===== src/rtl/clkdiv_pkg.sv =====
// rtl/clkdiv_pkg.sv - shared constants and helpers for the programmable clock-enable divider
package clkdiv_pkg;

    localparam int DEF_NCH = 4;
    localparam int DEF_DW  = 20;

    // Default reset divisor is the full-range value 2**w-1.
    function automatic logic [63:0] all_ones(input int w);
        return (64'd1 << w) - 64'd1;
    endfunction

    function automatic int ch_w(input int nch);
        return (nch > 1) ? $clog2(nch) : 1;
    endfunction

endpackage


===== src/rtl/clkdiv_chan.sv =====
// rtl/clkdiv_chan.sv - one divider channel: counter, shadow divisor, pend flag, tick/sq registers
module clkdiv_chan
    import clkdiv_pkg::*;
#(
    parameter int            DW      = DEF_DW,
    parameter logic [DW-1:0] RST_DIV = DW'(all_ones(DW))
) (
    input  logic          clk,
    input  logic          arst_n,
    input  logic          adv,
    input  logic          sync,
    input  logic          wr,
    input  logic [DW-1:0] wr_div,
    output logic          boundary,
    output logic          pend,
    output logic          tick,
    output logic          sq
);

    logic [DW-1:0] cnt;
    logic [DW-1:0] div_act;
    logic [DW-1:0] div_pend;

    // cnt never passes div_act, so the full-range divisor cannot overflow.
    assign boundary = adv & (cnt == div_act);

    always_ff @(posedge clk or negedge arst_n) begin
        if (!arst_n) begin
            cnt      <= '0;
            div_act  <= RST_DIV;
            div_pend <= '0;
            pend     <= 1'b0;
            tick     <= 1'b0;
            sq       <= 1'b0;
        end else begin
            if (sync) begin
                cnt  <= '0;
                tick <= 1'b0;
                sq   <= 1'b0;
                if (pend) begin
                    div_act <= div_pend;
                end
                pend <= 1'b0;
            end else if (boundary) begin
                cnt  <= '0;
                tick <= 1'b1;
                sq   <= ~sq;
                if (pend) begin
                    div_act <= div_pend;
                end
                pend <= 1'b0;
            end else begin
                tick <= 1'b0;
                if (adv) begin
                    cnt <= cnt + DW'(1);
                end
            end
            // A write only lands while pend is clear, so it never clobbers an unapplied value.
            if (wr) begin
                div_pend <= wr_div;
                pend     <= 1'b1;
            end
        end
    end

endmodule


===== src/rtl/clkdiv_prog.sv =====
// rtl/clkdiv_prog.sv - N-channel programmable clock-enable generator; CLKDIV_CASCADE_EN chains channels
module clkdiv_prog
    import clkdiv_pkg::*;
#(
    parameter int            NCH     = DEF_NCH,
    parameter int            DW      = DEF_DW,
    parameter logic [DW-1:0] RST_DIV = DW'(all_ones(DW)),
    localparam int           CHW     = ch_w(NCH)
) (
    input  logic           clk,
    input  logic           arst_n,
    input  logic           en,
    input  logic           sync,
    input  logic           cfg_valid,
    output logic           cfg_ready,
    input  logic [CHW-1:0] cfg_ch,
    input  logic [DW-1:0]  cfg_div,
    output logic [NCH-1:0] tick,
    output logic [NCH-1:0] sq
);

    logic [NCH-1:0]        adv;
    logic [NCH-1:0]        boundary;
    logic [NCH-1:0]        pend;
    logic [NCH-1:0]        wr;
    logic [(1<<CHW)-1:0]   pend_pad;
    logic                  accept;

    // Unused channel slots read as not-pending, so out-of-range targets are always ready.
    always_comb begin
        pend_pad          = '0;
        pend_pad[NCH-1:0] = pend;
    end

    assign cfg_ready = ~pend_pad[cfg_ch];
    assign accept    = cfg_valid & cfg_ready;

    for (genvar i = 0; i < NCH; i++) begin : g_ch
`ifdef CLKDIV_CASCADE_EN
        if (i == 0) begin : g_head
            assign adv[i] = en;
        end else begin : g_link
            assign adv[i] = boundary[i-1];
        end
`else
        assign adv[i] = en;
`endif
        assign wr[i] = accept & (cfg_ch == CHW'(i));

        clkdiv_chan #(
            .DW      (DW),
            .RST_DIV (RST_DIV)
        ) u_chan (
            .clk      (clk),
            .arst_n   (arst_n),
            .adv      (adv[i]),
            .sync     (sync),
            .wr       (wr[i]),
            .wr_div   (cfg_div),
            .boundary (boundary[i]),
            .pend     (pend[i]),
            .tick     (tick[i]),
            .sq       (sq[i])
        );
    end

endmodule


===== config.mk =====
export PLATFORM = sky130hd
export DESIGN_NAME = clkdiv_prog
export DESIGN_NICKNAME = d
export VERILOG_FILES = /design/src/rtl/clkdiv_pkg.sv /design/src/rtl/clkdiv_chan.sv /design/src/rtl/clkdiv_prog.sv
export SDC_FILE = /design/constraint.sdc
export NUM_CORES = 1
export LEC_CHECK = 0
export BUFFER_PORTS_ARGS = -buffer_cell sky130_fd_sc_hd__buf_2
export CELL_PAD_IN_SITES_DETAIL_PLACEMENT = 1
export CELL_PAD_IN_SITES_GLOBAL_PLACEMENT = 1
export CORE_MARGIN = 2
export CORE_UTILIZATION = 40
export CTS_BUF_LIST = sky130_fd_sc_hd__clkbuf_4 sky130_fd_sc_hd__clkbuf_8
export CTS_CLUSTER_SIZE = 14
export DETAILED_ROUTE_END_ITERATION = 10
export MAX_ROUTING_LAYER = met4
export PLACE_DENSITY = 0.71
export SETUP_SLACK_MARGIN = 0.02
export SLEW_MARGIN = 20
export SYNTH_ARGS = -nofsm -noshare
export SYNTH_HDL_FRONTEND = slang
export SYNTH_SLANG_ARGS = --single-unit

===== constraint.sdc =====
create_clock -name clk -period 4.5 [get_ports clk]
set_clock_uncertainty 0.05 [all_clocks]
set_input_delay 0.9 -clock clk [delete_from_list [all_inputs] [get_ports clk]]
set_output_delay 0.9 -clock clk [all_outputs]
set_load 0.05 [all_outputs]

* Word level (Yosys, flattened, before mapping)
Cells that the tools add are included.
** Word-level totals
- Bits in registers :: 252
- Input bits :: 27
- Output and inout port bits :: 9
- Logic and storage cells :: 117
** Operators by class
- Muxes and demuxes :: 54
- Equal/unequal tests :: 7
- $lt $le $gt $ge :: 1
- Bitwise gates (word level) :: 14
- Add/subtract/negate cells :: 4
- Reductions and logical operators :: 13
** Operators by type and width (count)
- $mux W20 :: 24
- $add A20 B1 Y20 const B :: 4
- $eq A20 B20 Y1 :: 4
- $mux W1 :: 29
- $reduce_bool A3 Y1 :: 8
- $and A1 B1 Y1 :: 9
- $reduce_bool A2 Y1 :: 4
- $not A1 Y1 :: 5
- $eq A2 B2 Y1 const B :: 2
- $lt A2 B3 Y1 const B :: 1
- $bmux W1 S2 :: 1
- $eq A2 B1 Y1 const B :: 1
- $logic_not A2 Y1 :: 1

* Longest topological paths before layout
Gate-level depths: netlist (run 1).
- Word-level depth :: 6
- Gate-level depth with buffers :: 8
- Depth with buffers taken out :: 7

* By module
A second synthesis (run 1) with hierarchy kept.
** Unflattened totals
- Cell total of the unflattened synthesis :: 1171
- Area, all modules :: 12520.8 µm²
** Modules (own cells, without submodules)
- clkdiv_chan :: area an instance 3114.2 µm², cells an instance 291, sequential area each 1601.5 µm², times used 4
- clkdiv_prog :: area an instance 63.8 µm², cells an instance 7, sequential area each 0.0 µm², times used 1

* Worst setup path after synthesis (run 1)
No wires, ideal clock.
- Path kind :: in2reg
- Start :: input en
- End :: register g_ch[2].u_chan.div_act[0]
- Path slack :: 1.858 ns
- Setup time :: 0.082 ns
- Arrival time :: 2.510 ns
- Cell stages on the path :: 7
- Cell sequence :: clkbuf_1 > nand2b_1 > or4_4 > o21ai_4 > nand2_2 > buf_6 > mux2_4
** On the way
- Longest elaborated chain between the ends :: 2
** RTL lines
- start: declaration :: line clkdiv_prog.sv:12 : input logic en,
- $and A1 B1 Y1 :: line clkdiv_chan.sv:25 : assign boundary = adv & (cnt == div_act);
- $reduce_bool A2 Y1 (no source line)
- end signal: assignment :: line clkdiv_chan.sv:41 : div_act <= div_pend;
- end signal: assignment :: line clkdiv_chan.sv:49 : div_act <= div_pend;
- end: declaration :: line clkdiv_chan.sv:21 : logic [DW-1:0] div_act;
No other way between the ends.
A chain may end at the register's enable or synchronous reset.

* Final worst setup path (run 1)
- Start :: register g_ch[0].u_chan.cnt[9]
- End :: register g_ch[0].u_chan.div_act[19]
** On the way
- Longest elaborated chain between the ends :: 3
** RTL lines
- start: declaration :: line clkdiv_chan.sv:20 : logic [DW-1:0] cnt;
- start signal: assignment :: line clkdiv_chan.sv:55 : cnt <= cnt + DW'(1);
- $eq A20 B20 Y1 :: line clkdiv_chan.sv:25
- $and A1 B1 Y1 :: line clkdiv_chan.sv:25
- $reduce_bool A2 Y1 (no source line)
- end signal: assignment :: line clkdiv_chan.sv:41
- end signal: assignment :: line clkdiv_chan.sv:49
- end: declaration :: line clkdiv_chan.sv:21
No other way between the ends.

==> key figures, run 1 <==
Outcome
  • Status: finished, final reports clean

Flow run
  • Max_cap viols: 0

Global route
  • Total GRT Usage: 20.2%
  • Largest net degree at the start of global routing: 108
  • GRT overflow: 0
  • Vias in the first global route: 8316
  • First-pass GRT wire length: 47.5 mm
  • Initial antenna violation count: 0

STA
  • Final Cycle Share: 69.4%
  • Final hold vios: 0
  • Setup_tns: 0 ns
  • Tmin final: 3.12 ns
  • Max Transition Viols Final: 0
  • Endpoints failing setup: 0
  • RSZ-0062 raised after global routing: no
  • WHS: 0.341 ns
  • FMAX: 0.320 GHz
  • Slew @ Worst Pin: 0.889 ns
  • Slew Limit Headroom: 40.5%

Clocking
  • Num CTS Buffers: 44
  • Worst skew pair latency: 0.56 ns
  • Longest Clk Path Bufs: 3
  • Hold buffers post-CTS: 0
  • Gates resized, CTS repair: 0
  • Post-CTS Setup Inserts: 0
  • CTS tree: built
  • H-Tree Depth: 2
  • Root buffer cell: clkbuf_8
  • Clock-pin slew on the worst setup and hold paths: 0.06 ns
  • CTS Sinks: 252

Routing
  • # DRC: 0
  • DR top layer: met4
  • 1st-iter DRT viols: 430
  • Final wirelength: 29.5 mm
  • First-pass DRT Iterations: 4
  • Via count: 7783
  • Avg WL per Cell: 20.2 um
  • Metal-1 WL: 13.6 mm
  • Vias per std cell: 5.35
  • Routed wl met3: 877 um
  • Antenna Nets Post-Route: 0
  • Met2 wire len: 14.3 mm

Worst setup path
  • Worst setup path start: g_ch[0].u_chan.cnt[9]
  • Reg2reg path depth: 5
  • Worst Setup EP: g_ch[0].u_chan.div_act[19]
  • CP peak stage delay: 0.68 ns
  • CP Class: reg2reg
  • Worst-path maximum fanout: 20
  • R2R setup slack: 1.38 ns
  • Reg-to-Reg End: g_ch[0].u_chan.div_act[19]
  • Worst path slowest cell: nor4_1
  • Setup crit end kind: register
  • Crit-path cells: xor2_1 > nor4_1 > a31o_2 > nand2_1 > mux2_2
  • Critical R2R Launch: g_ch[0].u_chan.cnt[9]
  • Crit path DAT: 3.53 ns
  • CP required: 4.91 ns
  • Startpoint Class: register

Finish
  • Fillers: 3140
  • Post-Layout Cell Count: 1456
  • Inserted Diodes: 0
  • Final #Nets: 1062
  • Share of cells above drive strength 1: 36.8%
  • Area growth syn-to-layout: 12.5%

Yosys
  • Ys async rst share: 100%
  • EDFF count, synth: 0
  • Mean Syn Cell Area: 12.1 um2
  • Sequential element share of the synthesized area: 53.6%
  • Synth Cell Area: 0.0120 mm2
  • Mapped Cells: 987
  • Synthesized net count: 1018
  • FF+latch count, synth: 252
  • Unique masters post-synth: 60
  • Synth warn: 0
  • Post-synth top flop: dfrtp_1

Floorplan
  • Top Ports: 36
  • Core Region: 0.0296 mm2
  • Die Y-Extent: 177 um
  • Core Rows: 63
  • Initial Utilization: 40.4%
  • Die Wd: 177 um
  • Die ar.: 0.0313 mm2

Min path
  • Hold WC Path Type: in2async

Power and ir drop
  • P_leak: 5.70 nW
  • Maximum vdd drop: 0.267 mV
  • Power Density: 526 mW/mm2
  • Tot Pwr: 7.08 mW

Placed design
  • DP Cell Count: 1374
  • Final Wtd Congestion: 0.795
  • Detailed Place HPWL: 20.6 mm
  • I/O Buffers: 35
[cells by family after synthesis]
| family | Yosys count | synth area share [%] |
|---|---|---|
| AO/OA/AOI/OAI | 66 | 3.78 |
| XOR/XNOR | 129 | 9.45 |
| adder cells (fa/ha/maj) | 4 | 0.419 |
| buffers and inverters | 62 | 2.67 |
| flip-flops | 252 | 53.6 |
| multiplexers | 163 | 16.7 |
| AND/OR/NAND/NOR | 311 | 13.4 |
[per-layer routing]
| layer | vias to the layer above | GRT usage [%] |
|---|---|---|
| met1 | 4047 | 26.7 |
| li1 | 3575 | - |
| met4 | 0 | 5.30 |
| met3 | 55 | 2.68 |
| met2 | 106 | 33.1 |
| met5 | - | - |
[critical path, delay by kind of cell, from the launching register on]
family                    cells  cell delay [ns]
AOI/OAI and AO/OA             1             0.56
xor gates and xnor gates      1             0.19
DFF                           1             0.46
muxes                         1             0.49
and+or+nand+nor               2             1.29
[synthesized netlist by cell type, types with 3 or more instances]
cell         n  area (um2)
dfrtp_1    172        4300
xor2_1      75         657
o31ai_1      4        30.0
dfstp_2     80        2100
inv_1       12        45.0
and3_1       8        50.1
nand4bb_1    3        33.8
or3_1        9        56.3
o22ai_1      3        18.8
a31o_2       4        35.0
or4_1        3        22.5
nand3_1     42         210
buf_6        7        78.8
nand3b_1     4        30.0
ha_1         4        50.1
xnor2_1     54         473
nand2_2      3        18.8
mux2_2     120        1350
nand4_1     35         219
buf_1        3        11.3
o21ai_0     16        80.1
nor3_1      22         110
nor4_1      18         113
nand2_1     59         221
or4_4        5        56.3
buf_4        8        60.1
nor2_1      79         297
a21oi_1     17        85.1
and2_1       6        37.5
clkbuf_1    29         109
a31oi_1      3        18.8
mux2_4      40         601
[state kept, by name (all words and copies together) (netlist names)]
register              count
g_ch.u_chan.cnt          80
g_ch.u_chan.div_act      80
g_ch.u_chan.div_pend     80
g_ch.u_chan.pend          4
g_ch.u_chan.sq            4
g_ch.u_chan.tick          4
[layout make-up]
type                            count  area [um2]  area share (%)
Clock buffer                       72         903            6.72
Clock inverter                      9        53.8           0.400
Inverter                           12        45.0           0.335
Multi-Input combinational cell    673        5260            39.1
Sequential cell                   252        6410            47.6
Tap cell                          390         488            3.63
Timing Repair Buffer               48         299            2.22
[how the worst min path moves through the flow]
stage                           startpoint                    endpoint  slack [ns]  cells after the start
6_report                            arst_n       g_ch[3].u_chan.cnt[4]        0.34                      1
5_1_grt                             arst_n      g_ch[3].u_chan.cnt[13]        0.39                      1
4_1_cts                             arst_n           g_ch[3].u_chan.sq        0.36                      1
3_5_place_dp   g_ch[0].u_chan.div_pend[13]  g_ch[0].u_chan.div_act[13]        0.44                      1
3_3_place_gp    g_ch[0].u_chan.div_pend[4]   g_ch[0].u_chan.div_act[4]        0.43                      1
2_1_floorplan   g_ch[3].u_chan.div_pend[0]   g_ch[3].u_chan.div_act[0]        0.43                      1
[through the flow]
stage          instance area [um2]  util (%)  setup WS (ns)
2_1_floorplan                12000         -           1.86
3_3_place_gp                 12500      42.2           1.21
3_5_place_dp                 12500      42.2           1.13
4_1_cts                      13400      45.5           1.34
5_1_grt                      13500      45.5           1.17
6_report                     13500      45.5           1.38
[cell usage in the layout (no fill, tap or decap), types with 18 or more instances in the layout]
cell type / count
dfrtp_1: 172
mux2_2: 120
dfstp_2: 80
nor2_1: 79
xor2_1: 75
nand2_1: 59
clkbuf_8: 58
xnor2_1: 54
nand3_1: 42
mux2_4: 40
nand4_1: 35
buf_2: 34
nor3_1: 21
nor4_1: 18
[power by group]
| part | total, mW | switching (mW) | internal (mW) | leakage (nW) |
|---|---|---|---|---|
| Sequential | 3.50 | 0.424 | 3.08 | 3.06 |
| Combinational | 1.36 | 0.562 | 0.795 | 2.13 |
| Clock | 2.22 | 0.951 | 1.27 | 0.509 |
(Power assumes the default switching activity.)
==> run 2: changes to the inputs <==
- clock period: 4.5 -> 3.1 ns (I/O delays scaled with it)
==> key figures, run 2 (synthesis results as in run 1) <==
Routing
  • # DRC: 0 (unchanged)
  • Vias per std cell: 5.28 (-1.2%)
  • Avg WL per Cell: 20.3 um (+0.42%)
  • Final wirelength: 29.8 mm (+1.2%)
  • Antenna Nets Post-Route: 0 (unchanged)
  • First-pass DRT Iterations: 4 (unchanged)
  • Via count: 7747 (-0.46%)
  • 1st-iter DRT viols: 444 (+3.3%)

Power and ir drop
  • NetSw: 2.79 mW (+44%)
  • Flop pwr share: 49.2% (-0.3 points)
  • Logic pwr share: 19.5% (+0.3 points)
  • Switch share: 27.1% (-0.27 points)
  • Clk pwr share: 31.3% (about the same)
  • Power Internal: 7.52 mW (+46%)
  • Power Density: 761 mW/mm2 (+45%)
  • Tot Pwr: 10.3 mW (+46%)
  • Maximum vdd drop: 0.459 mV (+72%)
  • P_leak: 5.75 nW (+0.88%)

Worst setup path
  • Crit path DAT: 3.26 ns (-0.27 ns)
  • Crit-path cells: xor2_1 > or4_4 > nor4_4 > a21o_4 > nand2_2 > mux2_4
  • Worst path slowest cell: or4_4
  • Setup crit end kind: register
  • CP Class: reg2reg
  • Startpoint Class: register
  • Buf/Inv on CP: 0 (unchanged)
  • Delay-heaviest family, CP: simple AND/OR/NAND/NOR gates
  • CP required: 3.51 ns (-1.40 ns)
  • Worst-path maximum fanout: 20 (unchanged)
  • CP peak stage delay: 0.56 ns (-0.12 ns)

STA
  • FMAX: 0.351 GHz (+9.6%)
  • Slew Limit Headroom: 52.4% (+12 points)
  • Tmin final: 2.85 ns (-0.272 ns)
  • WHS: 0.362 ns (+0.0214 ns)
  • Final worst slack: 0.251 ns (-1.13 ns)
  • RSZ-0062 raised after global routing: no
  • Final Cycle Share: 91.9% (+23 points)
  • Slew @ Worst Pin: 0.711 ns (-0.178 ns)
  • Setup_tns: 0 ns (unchanged)
  • Endpoints failing setup: 0 (unchanged)
  • Max Transition Viols Final: 0 (unchanged)
  • Final hold vios: 0 (unchanged)

Floorplan
  • Die Wd: 177 um (unchanged)
  • Die Y-Extent: 177 um (unchanged)
  • Top Ports: 36 (unchanged)
  • Core Region: 0.0296 mm2 (unchanged)
  • Initial Utilization: 40.4% (unchanged)
  • Core Rows: 63 (unchanged)
  • Die ar.: 0.0313 mm2 (unchanged)

Global route
  • Largest net degree at the start of global routing: 70 (-35%)
  • Initial antenna violation count: 2 (+2)
  • First-pass GRT wire length: 47.7 mm (+0.44%)
  • Total GRT Usage: 20.4% (+0.14 points)
  • Vias in the first global route: 8458 (+1.7%)
  • GRT overflow: 0 (unchanged)

Min path
  • Hold WC Path Type: in2reg

Finish
  • Top Registers: g_ch.u_chan.cnt: 80 flops, g_ch.u_chan.div_act: 80 flops, g_ch.u_chan.div_pend: 80 flops
  • Leading cell type in the layout, fill and taps excluded: dfrtp_1
  • Most frequent cells in the layout: dfrtp_1 (172), mux2_2 (120), dfstp_2 (80), nor2_1 (79), xor2_1 (75)
  • Layout Utilization: 45.8% (+0.31 points)
  • Final Instance Area: 0.0135 mm2 (+0.69%)
  • Area growth syn-to-layout: 13.3%
  • Final #Nets: 1071 (+0.85%)
  • Share of cells above drive strength 1: 37.2% (+0.38 points)
  • Post-Layout Cell Count: 1467 (+0.76%)

Placed design
  • Detailed Place HPWL: 20.8 mm (+0.66%)
  • DP Cell Count: 1383 (+0.66%)
  • I/O Buffers: 35 (unchanged)
  • Dpl ws: 0.234 ns (-0.901 ns)
  • Final Wtd Congestion: 0.847 (+6.6%)
  • Area post-placement: 0.0126 mm2 (+0.64%)

Flow run
  • Max_cap viols: 0 (unchanged)

Outcome
  • Status: finished, final reports clean

Clocking
  • H-Tree Depth: 2 (unchanged)
  • CTS tree: built
  • Num CTS Buffers: 44 (unchanged)
  • Worst skew pair latency: 0.55 ns (about the same)
  • Post-CTS Setup Inserts: 0 (unchanged)
  • Longest Clk Path Bufs: 3 (unchanged)
  • Clock-pin slew on the worst setup and hold paths: 0.06 ns (about the same)
  • Root buffer cell: clkbuf_8
  • CTS Sinks: 252 (unchanged)
-- run 2: cell types whose count changed in the layout (fill, tap and decap cells not counted), sizes merged --
| cell | previous run | this run |
|---|---|---|
| buf | 48 | 56 |
| clkbuf | 72 | 75 |
| clkinv | 7 | 3 |
| clkinvlp | 2 | 1 |
| diode | 0 | 3 |
| dlygate4sd3 | 0 | 1 |
| inv | 12 | 13 |
-- run 2: layer usage --
layer / share of wire [%] / wire (um) / global-route usage, % / vias up
met5: 0 / 0 / - / -
met4: 2.2 / 667 / 5.82 / 0
met2: 49 / 14600 / 33.3 / 95
li1: - / - / - / 3588
met1: 45 / 13600 / 26.2 / 4017
met3: 3.4 / 1010 / 3.54 / 47
-- run 2: cell type report --
cell class | count | area, um2
fillers | 3117 | 16000
flip-flops and latches | 252 | 6410
multi-input cells | 673 | 5260
clock buffers | 75 | 932
well taps | 390 | 488
repair buffers | 57 | 378
inverters | 12 | 45.0
clock inverters | 5 | 31.3
diodes | 3 | 7.51
-- run 2: power groups by stage --
stage	registers, mW	clock network [mW]	logic, mW
CTS	5.08	3.33	2.04
global placement	5.09	0	1.93
global route	5.18	3.48	2.19
detailed placement	5.13	0	2.02
floorplan	4.87	0	1.59
finish	5.07	3.23	2.01
-- run 2: final timing paths --
kind                                                 start                         end  depth (start not counted)  slack (ns)
max in group asynchronous                           arst_n  g_ch[1].u_chan.div_act[15]                          3        1.62
worst min register to register  g_ch[1].u_chan.div_pend[6]  g_ch[1].u_chan.div_pend[6]                          1        0.45
worst max register to register   g_ch[3].u_chan.div_act[1]   g_ch[3].u_chan.div_act[6]                          6        0.25
worst max-delay path             g_ch[3].u_chan.div_act[1]   g_ch[3].u_chan.div_act[6]                          6        0.25
min in group asynchronous                           arst_n       g_ch[3].u_chan.cnt[0]                          2        0.58
worst min-delay path                                  sync       g_ch[3].u_chan.cnt[1]                          2        0.36
-- run 2: timing repair --
| action | in CTS | in global routing |
|---|---|---|
| endpoints found under the hold margin | 28 | 0 |
| hold buffers | 1 | 0 |
| resized for setup | 0 | 0 |
==> run 3: changes to the inputs <==
- MAX_ROUTING_LAYER: met4 -> default
- SETUP_SLACK_MARGIN: 0.02 -> 0.4
==> key figures, run 3 (synthesis results as in run 1) <==
Finish
  • Most frequent cells in the layout: dfrtp_1 (172), mux2_2 (120), dfstp_2 (80), nor2_1 (79), xor2_1 (75)
  • Fillers: 3116 (-0.032%)
  • Share of cells above drive strength 1: 37.2% (unchanged)
  • Area growth syn-to-layout: 13.4%
  • Final #Nets: 1071 (unchanged)
  • Layout Utilization: 45.9% (+0.063 points)
  • Top Registers: g_ch.u_chan.cnt: 80 flops, g_ch.u_chan.div_act: 80 flops, g_ch.u_chan.div_pend: 80 flops
  • Leading cell type in the layout, fill and taps excluded: dfrtp_1

Routing
  • Via count: 7802 (+0.71%)
  • Avg WL per Cell: 20.4 um (+0.33%)
  • Vias per std cell: 5.32 (+0.71%)
  • First-pass DRT Iterations: 4 (unchanged)
  • Antenna Nets Post-Route: 0 (unchanged)
  • 1st-iter DRT viols: 425 (-4.3%)
  • Final wirelength: 29.9 mm (+0.33%)
  • # DRC: 0 (unchanged)

Worst setup path
  • R2R setup slack: 0.57 ns (+0.32 ns)
  • Reg2reg path depth: 6 (unchanged)
  • CP required: 2.43 ns (-1.08 ns)
  • Worst-path maximum fanout: 4 (-80%)
  • Worst Setup EP: cfg_ready
  • Critical R2R Launch: g_ch[3].u_chan.div_act[9]
  • CP Class: reg2out
  • Worst setup path start: g_ch[2].u_chan.pend
  • Crit path DAT: 1.93 ns (-1.33 ns)
  • Reg-to-Reg End: g_ch[3].u_chan.div_act[6]
  • Startpoint Class: register
  • Setup crit end kind: output port

Placed design
  • I/O Buffers: 35 (unchanged)
  • Final Wtd Congestion: 0.832 (-1.8%)
  • Detailed Place HPWL: 20.8 mm (unchanged)

Floorplan
  • Die Wd: 177 um (unchanged)
  • Die Y-Extent: 177 um (unchanged)
  • Top Ports: 36 (unchanged)
  • Initial Utilization: 40.4% (unchanged)
  • Die ar.: 0.0313 mm2 (unchanged)
  • Core Region: 0.0296 mm2 (unchanged)
  • Core Rows: 63 (unchanged)

STA
  • Slew Limit Headroom: 54.9% (+2.4 points)
  • Max Transition Viols Final: 0 (unchanged)
  • FMAX: 0.384 GHz (+9.5%)
  • RSZ-0062 raised after global routing: no
  • Tmin final: 2.60 ns (-0.248 ns)
  • Setup_tns: 0 ns (unchanged)
  • Final Cycle Share: 83.9% (-8.0 points)
  • Slew @ Worst Pin: 0.671 ns (-0.0398 ns)
  • Final hold vios: 0 (unchanged)
  • Endpoints failing setup: 0 (unchanged)

Power and ir drop
  • P_leak: 5.76 nW (+0.15%)
  • Maximum vdd drop: 0.461 mV (+0.55%)
  • Tot Pwr: 10.3 mW (about the same)
  • Power Density: 760 mW/mm2 (-0.16%)

Clocking
  • Root buffer cell: clkbuf_8
  • CTS tree: built
  • Worst skew pair latency: 0.55 ns (about the same)
  • Num CTS Buffers: 44 (unchanged)
  • H-Tree Depth: 2 (unchanged)
  • CTS Sinks: 252 (unchanged)
  • Clock-pin slew on the worst setup and hold paths: 0.06 ns (about the same)
  • Longest Clk Path Bufs: 3 (unchanged)

Global route
  • First-pass GRT wire length: 47.8 mm (+0.26%)
  • Largest net degree at the start of global routing: 70 (unchanged)
  • Vias in the first global route: 8481 (+0.27%)
  • Initial antenna violation count: 2 (unchanged)
  • GRT overflow: 0 (unchanged)
  • Total GRT Usage: 19.9% (-0.51 points)

Min path
  • Hold WC Path Type: in2reg

Flow run
  • Max_cap viols: 0 (unchanged)

Outcome
  • Status: finished, final reports clean
==> run 3: repair_timing <==
| item | CTS | global route |
|---|---|---|
| buffers inserted | 0 | 0 |
| setup endpoints to repair | 20 | 40 |
| gates cloned | 0 | 0 |
| gates resized for setup | 1 | 2 |
| hold buffers | 1 | 0 |
| endpoints found under the hold margin | 28 | 0 |
==> run 3: worst min path at each step <==
stage	start	endpoint	cells past startpoint
after floorplan	arst_n	g_ch[0].u_chan.cnt[0]	0
after global placement	g_ch[3].u_chan.div_pend[5]	g_ch[3].u_chan.div_act[5]	1
after detailed placement	g_ch[1].u_chan.div_pend[6]	g_ch[1].u_chan.div_pend[6]	1
after CTS	cfg_div[11]	g_ch[2].u_chan.div_pend[11]	2
after global routing	cfg_div[2]	g_ch[0].u_chan.div_pend[2]	2
final	sync	g_ch[3].u_chan.cnt[1]	2
==> run 3: worst max-delay path, stage by stage (launching register included) <==
cell and delay (ns):
dfrtp_1 0.50, mux4_2 0.56, inv_1 0.07, buf_2 0.26
==> run 3: area by class of cell <==
| cell class | count | area, um2 | share of cell area [%] |
|---|---|---|---|
| multi-input cells | 673 | 5280 | 38.9 |
| well taps | 390 | 488 | 3.60 |
| clock inverters | 5 | 31.3 | 0.231 |
| flip-flops and latches | 252 | 6410 | 47.2 |
| diodes | 3 | 7.51 | 0.0554 |
| clock buffers | 75 | 932 | 6.87 |
| inverters | 12 | 45.0 | 0.332 |
| repair buffers | 57 | 378 | 2.79 |
==> run 3: metal layers <==
| metal | up-vias | global-route usage [%] | wire length, um |
|---|---|---|---|
| li1 | 3592 | - | - |
| met4 | 0 | 5.79 | 636 |
| met2 | 114 | 33.5 | 14600 |
| met1 | 4055 | 26.2 | 13500 |
| met3 | 41 | 3.61 | 1160 |
| met5 | - | 0 | 0 |
==> run 3: power breakdown <==
| group | total [mW] | leakage (nW) | internal (mW) | switching [mW] |
|---|---|---|---|---|
| registers | 5.07 | 3.06 | 4.47 | 0.601 |
| clock network | 3.23 | 0.514 | 1.89 | 1.34 |
| logic | 2.01 | 2.18 | 1.16 | 0.853 |
==> run 3: metrics by stage <==
stage               instance area, um2  setup slack (ns)  cells  hold WS, ns
finish                           13600             0.498   1467        0.368
global route                     13600             0.442   1465        0.350
CTS                              13500             0.454   1464        0.340
detailed placement               12600             0.234   1383        0.442
global placement                 12600             0.294   1383        0.433
floorplan                        12000             0.738    987        0.274
